--- src/rtl/instr_sequencer_pkg.sv ---
// Shared definitions for the instruction sequencer: FSM encoding, instruction
// field layout of the 16-bit core and the no-op word driven while idle.
package instr_sequencer_pkg;

  typedef enum logic [1:0] {
    ST_IDLE = 2'd0,
    ST_RUN  = 2'd1,
    ST_DONE = 2'd2
  } state_e;

  localparam logic [2:0] HALT_OP_DEFAULT = 3'b111;

  localparam int OPC_LSB  = 0;
  localparam int OPC_MSB  = 2;
  localparam int FUNC_LSB = 3;
  localparam int FUNC_MSB = 6;
  localparam int REG2_LSB = 7;
  localparam int REG2_MSB = 9;
  localparam int REG1_LSB = 10;
  localparam int REG1_MSB = 12;
  localparam int REGW_LSB = 13;
  localparam int REGW_MSB = 15;

  localparam logic [15:0] NOP_INSTR = 16'h0000;

  function automatic logic [2:0] opcode_of(input logic [15:0] w);
    return w[OPC_MSB:OPC_LSB];
  endfunction

endpackage

--- src/rtl/instr_sequencer_seq_buffer.sv ---
// Generic DEPTH x W storage: synchronous write, asynchronous read, no reset
// (contents are qualified by the owner's counters).
module seq_buffer #(
  parameter int AW = 4,
  parameter int W  = 16
) (
  input  logic          clk,
  input  logic          we,
  input  logic [AW-1:0] waddr,
  input  logic [W-1:0]  wdata,
  input  logic [AW-1:0] raddr,
  output logic [W-1:0]  rdata
);

  logic [W-1:0] mem_q [2**AW];

  // write port
  always_ff @(posedge clk) begin
    if (we) begin
      mem_q[waddr] <= wdata;
    end
  end

  assign rdata = mem_q[raddr];

endmodule

--- src/rtl/instr_sequencer.sv ---
// Host-side instruction issuer: byte-serial program load, one-word-per-cycle
// issue to the core, and capture of the core's result/zero flag per word.
module instr_sequencer
  import instr_sequencer_pkg::*;
#(
  parameter int         ADDR_W  = 4,
  parameter logic [2:0] HALT_OP = HALT_OP_DEFAULT
) (
  input  logic              clk,
  input  logic              rst,
  input  logic              ld_valid,
  input  logic [7:0]        ld_byte,
  output logic              ld_ready,
  input  logic              ld_clear,
  input  logic              start,
  output logic              busy,
  output logic              done,
  output logic [15:0]       instr,
  output logic              instr_valid,
  input  logic [7:0]        alu_result,
  input  logic              alu_zero,
  output logic [ADDR_W:0]   prog_count,
  output logic [ADDR_W:0]   res_count,
  output logic [ADDR_W:0]   zero_count,
  input  logic [ADDR_W-1:0] rd_addr,
  output logic [7:0]        rd_data,
  output logic              rd_zero
);

  localparam int              DEPTH   = 2**ADDR_W;
  localparam logic [ADDR_W:0] DEPTH_C = (ADDR_W+1)'(DEPTH);
  localparam logic [ADDR_W:0] ONE_C   = (ADDR_W+1)'(1);

  state_e          state_q, state_d;
  logic [ADDR_W:0] pc_q, pc_d;
  logic [ADDR_W:0] prog_count_q, prog_count_d;
  logic [ADDR_W:0] res_count_q, res_count_d;
  logic [ADDR_W:0] zero_count_q, zero_count_d;
  logic            phase_q, phase_d;
  logic [7:0]      low_q, low_d;
  logic [15:0]     instr_q, instr_d;
  logic            instr_valid_q, instr_valid_d;
  logic            busy_q, busy_d;
  logic            done_q, done_d;

  logic            ld_ready_s;
  logic            prog_we_s;
  logic [15:0]     prog_rdata_s;
  logic            res_we_s;
  logic [8:0]      res_rdata_s;
  logic            issue_s;
  logic            rd_hit_s;

  assign ld_ready_s = (state_q == ST_IDLE) && (prog_count_q < DEPTH_C) && !start && !ld_clear;

  // next-state, load path and result-capture bookkeeping
  always_comb begin
    state_d      = state_q;
    pc_d         = pc_q;
    prog_count_d = prog_count_q;
    res_count_d  = res_count_q;
    zero_count_d = zero_count_q;
    phase_d      = phase_q;
    low_d        = low_q;
    prog_we_s    = 1'b0;
    res_we_s     = 1'b0;
    case (state_q)
      ST_IDLE: begin
        if (start) begin
          state_d      = ST_RUN;
          pc_d         = '0;
          res_count_d  = '0;
          zero_count_d = '0;
          phase_d      = 1'b0;
        end else if (ld_clear) begin
          prog_count_d = '0;
          phase_d      = 1'b0;
        end else if (ld_valid && ld_ready_s) begin
          if (!phase_q) begin
            low_d   = ld_byte;
            phase_d = 1'b1;
          end else begin
            prog_we_s    = 1'b1;
            prog_count_d = prog_count_q + ONE_C;
            phase_d      = 1'b0;
          end
        end else begin
          phase_d = phase_q;
        end
      end
      ST_RUN: begin
        if (instr_valid_q) begin
          res_we_s     = 1'b1;
          res_count_d  = res_count_q + ONE_C;
          zero_count_d = zero_count_q + {{ADDR_W{1'b0}}, alu_zero};
          pc_d         = pc_q + ONE_C;
        end else begin
          state_d = ST_DONE;
        end
      end
      ST_DONE: state_d = ST_IDLE;
      default: state_d = ST_IDLE;
    endcase
  end

  // Issue decision looks ahead at pc_d so instr/instr_valid can be registered.
  always_comb begin
    issue_s       = (state_d == ST_RUN) && (pc_d != prog_count_d) &&
                    (opcode_of(prog_rdata_s) != HALT_OP);
    instr_valid_d = issue_s;
    instr_d       = issue_s ? prog_rdata_s : NOP_INSTR;
    busy_d        = (state_d == ST_RUN);
    done_d        = (state_d == ST_DONE);
  end

  // state and registered outputs
  always_ff @(posedge clk) begin
    if (rst) begin
      state_q       <= ST_IDLE;
      pc_q          <= '0;
      prog_count_q  <= '0;
      res_count_q   <= '0;
      zero_count_q  <= '0;
      phase_q       <= 1'b0;
      low_q         <= 8'h00;
      instr_q       <= NOP_INSTR;
      instr_valid_q <= 1'b0;
      busy_q        <= 1'b0;
      done_q        <= 1'b0;
    end else begin
      state_q       <= state_d;
      pc_q          <= pc_d;
      prog_count_q  <= prog_count_d;
      res_count_q   <= res_count_d;
      zero_count_q  <= zero_count_d;
      phase_q       <= phase_d;
      low_q         <= low_d;
      instr_q       <= instr_d;
      instr_valid_q <= instr_valid_d;
      busy_q        <= busy_d;
      done_q        <= done_d;
    end
  end

  seq_buffer #(.AW(ADDR_W), .W(16)) u_prog (
    .clk   (clk),
    .we    (prog_we_s),
    .waddr (prog_count_q[ADDR_W-1:0]),
    .wdata ({ld_byte, low_q}),
    .raddr (pc_d[ADDR_W-1:0]),
    .rdata (prog_rdata_s)
  );

  seq_buffer #(.AW(ADDR_W), .W(9)) u_res (
    .clk   (clk),
    .we    (res_we_s),
    .waddr (pc_q[ADDR_W-1:0]),
    .wdata ({alu_zero, alu_result}),
    .raddr (rd_addr),
    .rdata (res_rdata_s)
  );

  assign rd_hit_s    = ({1'b0, rd_addr} < res_count_q);
  assign rd_data     = rd_hit_s ? res_rdata_s[7:0] : 8'h00;
  assign rd_zero     = rd_hit_s ? res_rdata_s[8] : 1'b0;
  assign ld_ready    = ld_ready_s;
  assign busy        = busy_q;
  assign done        = done_q;
  assign instr       = instr_q;
  assign instr_valid = instr_valid_q;
  assign prog_count  = prog_count_q;
  assign res_count   = res_count_q;
  assign zero_count  = zero_count_q;

endmodule

--- config.mk ---
export PLATFORM = sky130hd
export DESIGN_NAME = instr_sequencer
export DESIGN_NICKNAME = d
export VERILOG_FILES = /design/src/rtl/instr_sequencer_pkg.sv /design/src/rtl/instr_sequencer_seq_buffer.sv /design/src/rtl/instr_sequencer.sv
export SDC_FILE = /design/constraint.sdc
export NUM_CORES = 1
export LEC_CHECK = 0
export BUFFER_PORTS_ARGS = -buffer_cell sky130_fd_sc_hd__buf_2
export CAP_MARGIN = 20
export CELL_PAD_IN_SITES_DETAIL_PLACEMENT = 1
export CELL_PAD_IN_SITES_GLOBAL_PLACEMENT = 2
export CORE_UTILIZATION = 52
export CTS_CLUSTER_DIAMETER = 150
export DETAILED_ROUTE_END_ITERATION = 12
export PLACE_DENSITY = 0.87
export SLEW_MARGIN = 20
export SYNTH_ARGS = -nofsm -noshare
export SYNTH_HDL_FRONTEND = slang
export SYNTH_SLANG_ARGS = --single-unit
--- constraint.sdc ---
create_clock -name clk -period 9.3 [get_ports clk]
set_clock_uncertainty 0.05 [all_clocks]
set_input_delay 2.325 -clock clk [delete_from_list [all_inputs] [get_ports clk]]
set_output_delay 2.325 -clock clk [all_outputs]
set_load 0.01 [all_outputs]
==> results_dict.tcl <==
set metrics [dict create \
    hold_viol 0 \
    min-delay-path-class "flip-flop to flip-flop" \
    firstDrtPassIters 5 \
    synth_cell_type_count 52 \
    clock-sinks 450 \
    area_growth_pct 14.16 \
    switchingPower_uw 814.0 \
    clk_pin_slew_ns 0.06 \
    report.final.setup_viol 0 \
    cellPowerDensity_mw_per_mm2 204.6 \
    grt_max_degree 38 \
    gr-total-overflow 0 \
    switching_share_pct 19.90 \
    drt_iter0_drc 661 \
    yosys.cell_count.top_type "edfxtp_1" \
    cts_setup_buffers 0 \
    cts_max_level 2 \
    drc 0 \
    cp-start-kind "input port" \
    cp.required_ns 6.93 \
    ff2ff_path_depth 10 \
    cap_violations 0 \
    worstMarginPinSlew_ns 1.111 \
    layout-drive-gt1-share_pct 31.23 \
    async_reset_ff_share_pct 0 \
    fin_area_sq_mm 0.01999 \
    antenna_found_initial 0 \
    grt_pass1_wl_um 59350 \
    num_antenna_cells 0 \
    power.static_leakage_uw 0.006484 \
    grt_pass1_vias 9232 \
    syn_inst 875 \
    core_area_sq_mm 0.03287 \
    nNetsFinal 1014 \
    yosys_warnings 0 \
    routed_wl_um 40070 \
    io_buffers 69 \
    maxSlewViolCount 0 \
    fin_cells 1454 \
    dp.cells 1368 \
    synth_ff_type "edfxtp_1" \
    status "finished, final reports clean" \
    sequentialPowerShare_pct 53.8 \
    rsz0062_at_grt "false" \
    max_freq_mhz 146.5 \
    cts_tree "yes" \
    critical_path.max_fanout 30 \
    arrival_ns 4.45 \
    dpl_cell_area_sq_mm 0.01849 \
    synth-seq-cells 450 \
    avgViaCountPerCell 5.993 \
    synth_area_leader_cell "edfxtp_1" \
    start_util_pct 53.28 \
    tns_ns 0 \
    die_w_um 185.5 \
    fin_crit_sh_pct 73.40 \
    cts_made_buffers 46 \
    min_path_cells 2 \
    synth-edff-count 400 \
    place_congestion 0.7394 \
    ctsHoldBuffers 0 \
    dr_total_vias 8714 \
    die_y_um 185.5 \
    cts_resized 0 \
    p_comb_share_pct 2.2 \
    synth_top_area_share_pct 68.60 \
    syn_area_per_cell_sq_um 20.01 \
    track_usage_pct 24.21 \
    antenna_left 0 \
    die_area_sq_mm 0.03441 \
    fin_util_pct 60.82 \
    num_rows 66 \
    p_clk_share_pct 44.0 \
    ir_worst_vdd_mv 0.1928 \
    path_class "input port to output pin" \
    yosys-top-cells-count "400 x edfxtp_1, 109 x mux4_2, 59 x nor2_1, 50 x dfxtp_1, 26 x nand2_1" \
    slew_headroom_pct 25.69 \
    yosys-top-cells-area "edfxtp_1 69%, mux4_2 14%, dfxtp_1 5.7%, nor2_1 1.3%, ha_1 1.0%" \
    ctsRootBufferMaster "clkbuf_16" \
    clkLatencyLatePin_ns 0.56 \
    end_kind "output pin" \
    ys_seq_area_share_pct 74.31 \
    syn_area_sq_mm 0.01751 \
    p_int_uw 3277 \
    place_hpwl_um 24000 \
    period_minus_slack_ns 6.826 \
    synth_fp_nets 915 \
    io-pin-count 70 \
    clk_path_buf_depth 3 \
    avgRoutedWirePerCell_um 27.56 \
]
-- critical path: stages --
cell and delay [ns]:
buf_4 0.46, buf_4 0.31, mux4_2 0.53, mux4_2 0.48, nor2b_1 0.14, buf_2 0.16
-- cell families after synthesis --
| logic type | count (synthesis) | share of synthesized area [%] |
|---|---|---|
| AO/OA/AOI/OAI | 60 | 2.787 |
| XOR/XNOR | 12 | 0.6002 |
| multiplexers | 125 | 14.94 |
| AND/OR/NAND/NOR | 161 | 4.880 |
| flip-flops | 450 | 74.31 |
| adder cells (fa/ha/maj) | 14 | 1.000 |
| buffers and inverters | 53 | 1.479 |
-- power by group through the flow --
stage,combinational (uW),clock [uW],sequential [uW]
finish,88.2,1800,2200
global route,96.4,1890,2200
CTS,89.3,1820,2200
detailed placement,88.8,0,2250
global placement,84.2,0,2240
floorplan,50.6,0,2240
-- stage by stage --
stage | setup slack, ns | total power (uW) | hold slack [ns]
3_5_place_dp | 2.081 | 2334 | 0.4241
4_1_cts | 2.073 | 4116 | 0.4324
2_1_floorplan | 2.649 | 2293 | 0.4415
3_3_place_gp | 2.170 | 2329 | 0.4069
5_1_grt | 2.287 | 4185 | 0.4531
6_report | 2.474 | 4091 | 0.4225
-- worst paths after layout --
| kind | from | to | slack, ns |
|---|---|---|---|
| min reg2reg | zero_count[0] | zero_count[0] | 0.42 |
| max | rd_addr[0] | rd_data[6] | 2.47 |
| max reg2reg | instr_valid | instr[4] | 4.95 |
| min | zero_count[0] | zero_count[0] | 0.42 |
-- layout make-up --
type | instances | area, sq um
Inverter | 9 | 33.78
Sequential cell | 450 | 13010
Clock inverter | 25 | 250.2
Clock buffer | 61 | 1227
Tap cell | 442 | 553.0
Multi-Input combinational cell | 372 | 4370
Timing Repair Buffer | 95 | 543.0
Fill cell | 2823 | 12880
-- layer usage --
metal	track usage (%)	wire length (um)	part of all wire [%]
met2	43.85	21750	54
met4	7.504	1050	2.6
met1	30.38	15610	39
met3	2.974	1656	4.1
met5	0	0	0
-- cell usage in the layout, fill, tap and decap left out, types with 5 or more instances in the layout --
cell	count
xor2_1	6
ha_1	14
a221oi_1	13
clkbuf_16	46
nor2_4	5
mux4_2	109
a22o_1	15
edfxtp_1	400
clkinv_2	10
buf_2	68
dfxtp_1	50
nor3b_2	8
clkinv_1	5
clkbuf_1	13
inv_1	9
nand3_1	8
nor2_2	13
nor2b_1	17
buf_4	27
nand4_1	7
nor2_1	41
nor3_1	7
xnor2_1	6
a21oi_1	8
nor3b_1	6
nand2_1	26
mux2i_1	15
-- registers in the layout (all words and copies together), names as in the netlist --
name / flops
prog_count: 5
u_prog.mem_q: 256
done: 1
u_res.mem_q: 144
res_count: 5
instr: 16
low_q: 8
instr_valid: 1
pc_q: 5
busy: 1
zero_count: 5
phase_q: 1
state_q: 2
Power figures use the tool's default switching activity.
